$ cat src/rtl/mux1024_sel5.sv
// ----------------------------------------------------------------------------
// mux1024_sel5
//
// Registered 32-to-1 word multiplexer. It serves as the register-file read-port
// selector in the pipelined MIPS datapath. A register number picks one of 32
// words, and the chosen word is registered. It appears on MUX_out one clock
// after sel or the data inputs change.
//
// Ports:
//   clk               rising-edge clock for the output register
//   rst_n             asynchronous active-low reset, clears MUX_out
//   MUXin0..MUXin31   WIDTH-bit data inputs; MUXinK is chosen when sel == K
//   sel               5-bit unsigned select index, 0..31 (every code is legal)
//   MUX_out           WIDTH-bit registered selected word
// ----------------------------------------------------------------------------
module mux1024_sel5 #(
    parameter int WIDTH = 32
) (
    input  logic             clk,
    input  logic             rst_n,
    input  logic [WIDTH-1:0] MUXin0,
    input  logic [WIDTH-1:0] MUXin1,
    input  logic [WIDTH-1:0] MUXin2,
    input  logic [WIDTH-1:0] MUXin3,
    input  logic [WIDTH-1:0] MUXin4,
    input  logic [WIDTH-1:0] MUXin5,
    input  logic [WIDTH-1:0] MUXin6,
    input  logic [WIDTH-1:0] MUXin7,
    input  logic [WIDTH-1:0] MUXin8,
    input  logic [WIDTH-1:0] MUXin9,
    input  logic [WIDTH-1:0] MUXin10,
    input  logic [WIDTH-1:0] MUXin11,
    input  logic [WIDTH-1:0] MUXin12,
    input  logic [WIDTH-1:0] MUXin13,
    input  logic [WIDTH-1:0] MUXin14,
    input  logic [WIDTH-1:0] MUXin15,
    input  logic [WIDTH-1:0] MUXin16,
    input  logic [WIDTH-1:0] MUXin17,
    input  logic [WIDTH-1:0] MUXin18,
    input  logic [WIDTH-1:0] MUXin19,
    input  logic [WIDTH-1:0] MUXin20,
    input  logic [WIDTH-1:0] MUXin21,
    input  logic [WIDTH-1:0] MUXin22,
    input  logic [WIDTH-1:0] MUXin23,
    input  logic [WIDTH-1:0] MUXin24,
    input  logic [WIDTH-1:0] MUXin25,
    input  logic [WIDTH-1:0] MUXin26,
    input  logic [WIDTH-1:0] MUXin27,
    input  logic [WIDTH-1:0] MUXin28,
    input  logic [WIDTH-1:0] MUXin29,
    input  logic [WIDTH-1:0] MUXin30,
    input  logic [WIDTH-1:0] MUXin31,
    input  logic [4:0]       sel,
    output logic [WIDTH-1:0] MUX_out
);

    // Gather the individual ports into an indexable array so the select
    // logic is a single expression rather than 32 hand-written arms.
    logic [WIDTH-1:0] words [32];

    assign words[0]  = MUXin0;
    assign words[1]  = MUXin1;
    assign words[2]  = MUXin2;
    assign words[3]  = MUXin3;
    assign words[4]  = MUXin4;
    assign words[5]  = MUXin5;
    assign words[6]  = MUXin6;
    assign words[7]  = MUXin7;
    assign words[8]  = MUXin8;
    assign words[9]  = MUXin9;
    assign words[10] = MUXin10;
    assign words[11] = MUXin11;
    assign words[12] = MUXin12;
    assign words[13] = MUXin13;
    assign words[14] = MUXin14;
    assign words[15] = MUXin15;
    assign words[16] = MUXin16;
    assign words[17] = MUXin17;
    assign words[18] = MUXin18;
    assign words[19] = MUXin19;
    assign words[20] = MUXin20;
    assign words[21] = MUXin21;
    assign words[22] = MUXin22;
    assign words[23] = MUXin23;
    assign words[24] = MUXin24;
    assign words[25] = MUXin25;
    assign words[26] = MUXin26;
    assign words[27] = MUXin27;
    assign words[28] = MUXin28;
    assign words[29] = MUXin29;
    assign words[30] = MUXin30;
    assign words[31] = MUXin31;

    logic [WIDTH-1:0] selected;

    // An equality compare per code gives a full one-hot decode. A sel carrying
    // X or Z matches no code, so the zero default is captured in that case.
    always_comb begin
        // NOTE: default assignment first so every path writes selected; without it this block infers a latch.
        selected = '0;
        for (int k = 0; k < 32; k++) begin
            if (sel == 5'(k)) begin
                selected = words[k];
            end
        end
    end

    // Single WIDTH-bit output register, loaded every cycle (no enable).
    always_ff @(posedge clk or negedge rst_n) begin
        if (!rst_n) begin
            // NOTE: non-blocking assignments in clocked blocks so every flop samples pre-edge values.
            MUX_out <= '0;
        end else begin
            MUX_out <= selected;
        end
    end

endmodule

$ cat config.mk
export PLATFORM = sky130hd
export DESIGN_NAME = mux1024_sel5
export DESIGN_NICKNAME = d
export VERILOG_FILES = /design/src/rtl/mux1024_sel5.sv
export SDC_FILE = /design/constraint.sdc
export NUM_CORES = 1
export LEC_CHECK = 0
export ABC_AREA = 1
export CORE_AREA = 2 2 417 419
export CTS_BUF_LIST = sky130_fd_sc_hd__clkbuf_16
export DETAILED_ROUTE_END_ITERATION = 8
export DIE_AREA = 0 0 419 421
export SLEW_MARGIN = 40
export SYNTH_ARGS = -nofsm -noshare
export SYNTH_HDL_FRONTEND = slang
export SYNTH_SLANG_ARGS = --single-unit
$ cat constraint.sdc
create_clock -name clk -period 0.8 [get_ports clk]
set_input_delay 0.16 -clock clk [delete_from_list [all_inputs] [get_ports clk]]
set_output_delay 0.16 -clock clk [all_outputs]
set_load 0.01 [all_outputs]
==> summary.md <==
| Metric | Value |
|---|---|
| Outcome | complete, but fails checks |
| Failing checks | negative setup slack |
| Die width | 419 um |
| DRT antenna net count | 0 |
| Row count | 153 |
| Total power | 19400 uW |
| Area grow syn2layout | 200% |
| Die ar. | 0.176 mm2 |
| Total grt overflow | 0 |
| Post-route minimum period | 3.99 ns |
| Post-synth EDFFs | 0 |
| Root buf cell | clkbuf_16 |
| Crit path buf inv count | 8 |
| Post-Syn Area per Cell | 4.55 um2 |
| Core Area | 0.172 mm2 |
| GPL Wtd Cong | 0.975 |
| Max clock buf depth | 2 |
| Synth top area cells | nand2_1, nand4_1, nor2_1 |
| Routed wl met2 | 91.3 mm |
| CTS tree | done |
| Synth top cells by count | nand2_1, nor2_1, inv_1 |
| Dominant cell type by area after synthesis | nand2_1 |
| Largest register FFs | 32 |
| Vias/cell | 3.54 |
| Setup_tns | -93.18 ns |
| Initial antenna violation count | 116 |
| Setup CP Type | input port to flop |
| YS warnings | 0 |
| Met3 wire length | 9.77 mm |
| Clock buffer count from CTS | 5 |
| Routed WL | 173 mm |
| Top_reg_cell synth | dfrtp_1 |
| M1 WL | 64.4 mm |
| Most Frequent Cell on Critical Path | nand4_1 |
| IO Port Bufs | 1062 |
| Setup-failing EPs final | 64 |
| Count leader, synth | nand2_1 |
| Largest net degree at the start of global routing | 30 |
| Vias in the first global route | 20663 |
| Max-cap violation count | 0 |
| Nets | 4463 |
| P_leak | 0.0117 uW |
| Max Fclk | 0.251 GHz |
| Pins Over Slew Limit | 0 |
| Startpoint types | input port |
| Critical Path Sink Type | flop |
| Pre-CTS setup slack | -5.45 ns |
| WP data arrival | 4.17 ns |
| Fraction of registers with async set/reset | 100% |
| DRT Pass-1 Iters | 6 |
| Synth cell types | 24 |
| Max rail drop VDD | 672 uV |
| Routed via count | 20453 |
| Gr usage total | 18.7% |
| #FFs+latches synth | 32 |
| Crit-path max cell delay | 0.30 ns |
| RSZ-0062 raised after global routing | yes |
| First-pass GRT wire length | 215 mm |
| Starting Density | 5.48% |
| Worst-Margin Slew | 0.809 ns |
| Final core occ | 16.5% |
| P per Cell Area | 685 mW/mm2 |
| Share of cells above drive strength 1 | 21.2% |
| DRT iter0 DRCs | 1571 |
| Clk slew on worst S/H paths | 0.08 ns |
| Critical Path RT | 0.98 ns |
| Syn_nets | 3109 |
| Post-DP HPWL | 158 mm |
| Area share of the largest cell type after synthesis | 33.5% |
| Top layer in use | met5 |
| Residual DRC count | 0 |
| Synthesized area | 0.00946 mm2 |
| Die Y | 421 um |
| Post-Syn Instances | 2078 |
| Cell family with most CP delay | simple AND/OR/NAND/NOR gates |
| Clk sinks | 32 |
| Setup WS post-layout | -3.19 ns |
| DR WL/cell | 29.9 um |
| Worst hold path class | input port to flop |
| Relative slew slack | 45.9% |
| Fin cells | 5776 |
| Largest reg by FF count | MUX_out |
| Post-Place Cells | 5706 |
| Hold Violations, Final | 0 |
| Tcrit/Tclk final | 498% |
| Seq/Total Area, Yosys | 8.47% |
| H-tree levels | 2 |
| CP Max Fanout | 4 |
| Number of I/O pins | 1063 |
| Biggest regs | MUX_out (32) |
| CP max stage cell | nand4_1 |
## cell type report
| type | instances | area (um2) |
|---|---|---|
| Clock buffer | 5 | 125 |
| Sequential cell | 32 | 803 |
| Clock inverter | 3 | 23.8 |
| Timing Repair Buffer | 1447 | 14800 |
| Multi-Input combinational cell | 1662 | 8540 |
| Antenna cell | 18 | 45.0 |
| Inverter | 284 | 1100 |
| Fill cell | 19933 | 144000 |
| Tap cell | 2325 | 2910 |
## cells in the final DEF, fill, tap and decap left out, drive strengths merged
cell type         n
inv             277
clkbuf            6
nand2           846
o21ai             4
dfrtp            32
diode            18
nand4           265
dlymetal6s2s      2
clkdlybuf4s50  1020
buf             421
clkinvlp          2
nand3            38
dlygate4sd2       2
nor3             11
nor3b             1
dlygate4sd3       1
or2              45
clkinv            8
nor2            422
a21oi            30
## metrics by stage
stage / hold WS (ns) / area (um2)
CTS: 0.403 / 27700
finish: 0.414 / 28400
global route: 0.408 / 28400
global placement: 0.0488 / 26000
floorplan: -0.136 / 9580
detailed placement: 0.0516 / 26000
## per-layer routing
| layer | GRT usage [%] | up-vias |
|---|---|---|
| li1 | - | 9218 |
| met1 | 20.9 | 9709 |
| met2 | 36.2 | 1187 |
| met3 | 2.53 | 313 |
| met4 | 5.31 | 26 |
| met5 | 0 | - |
## kinds of logic (layout without fill, tap and decap cells)
logic type             count (synthesis)  after routing  share of synthesized area (%)
AO/OA/AOI/OAI                         34             34                           1.80
buffers and inverters                384           1739                           15.5
flip-flops                            32             32                           8.47
other                                  0             18                              0
AND/OR/NAND/NOR                     1628           1628                           74.2
## timing repair
item	CTS	global route
gates resized for setup	460	134
endpoints found under the hold margin	32	0
hold buffers	1	0
gates cloned	2	1
buffers inserted	40	33
endpoints found under the setup margin	64	92
pin swaps	255	322
## worst paths after layout
check | startpoint | end | slack (ns) | cells after the start
max in group asynchronous | rst_n | MUX_out[13] | 0.04 | 3
min in group asynchronous | rst_n | MUX_out[22] | 0.42 | 2
max | sel[0] | MUX_out[4] | -3.19 | 26
min | MUXin31[7] | MUX_out[7] | 0.41 | 3
## power by group
| group | total [uW] | internal, uW | switching, uW |
|---|---|---|---|
| Sequential | 2210 | 1930 | 281 |
| Combinational | 15000 | 7950 | 7030 |
| Clock | 2240 | 1170 | 1070 |
| Total | 19400 | 11100 | 8380 |
Note: power is estimated with default switching activity, not from simulation.
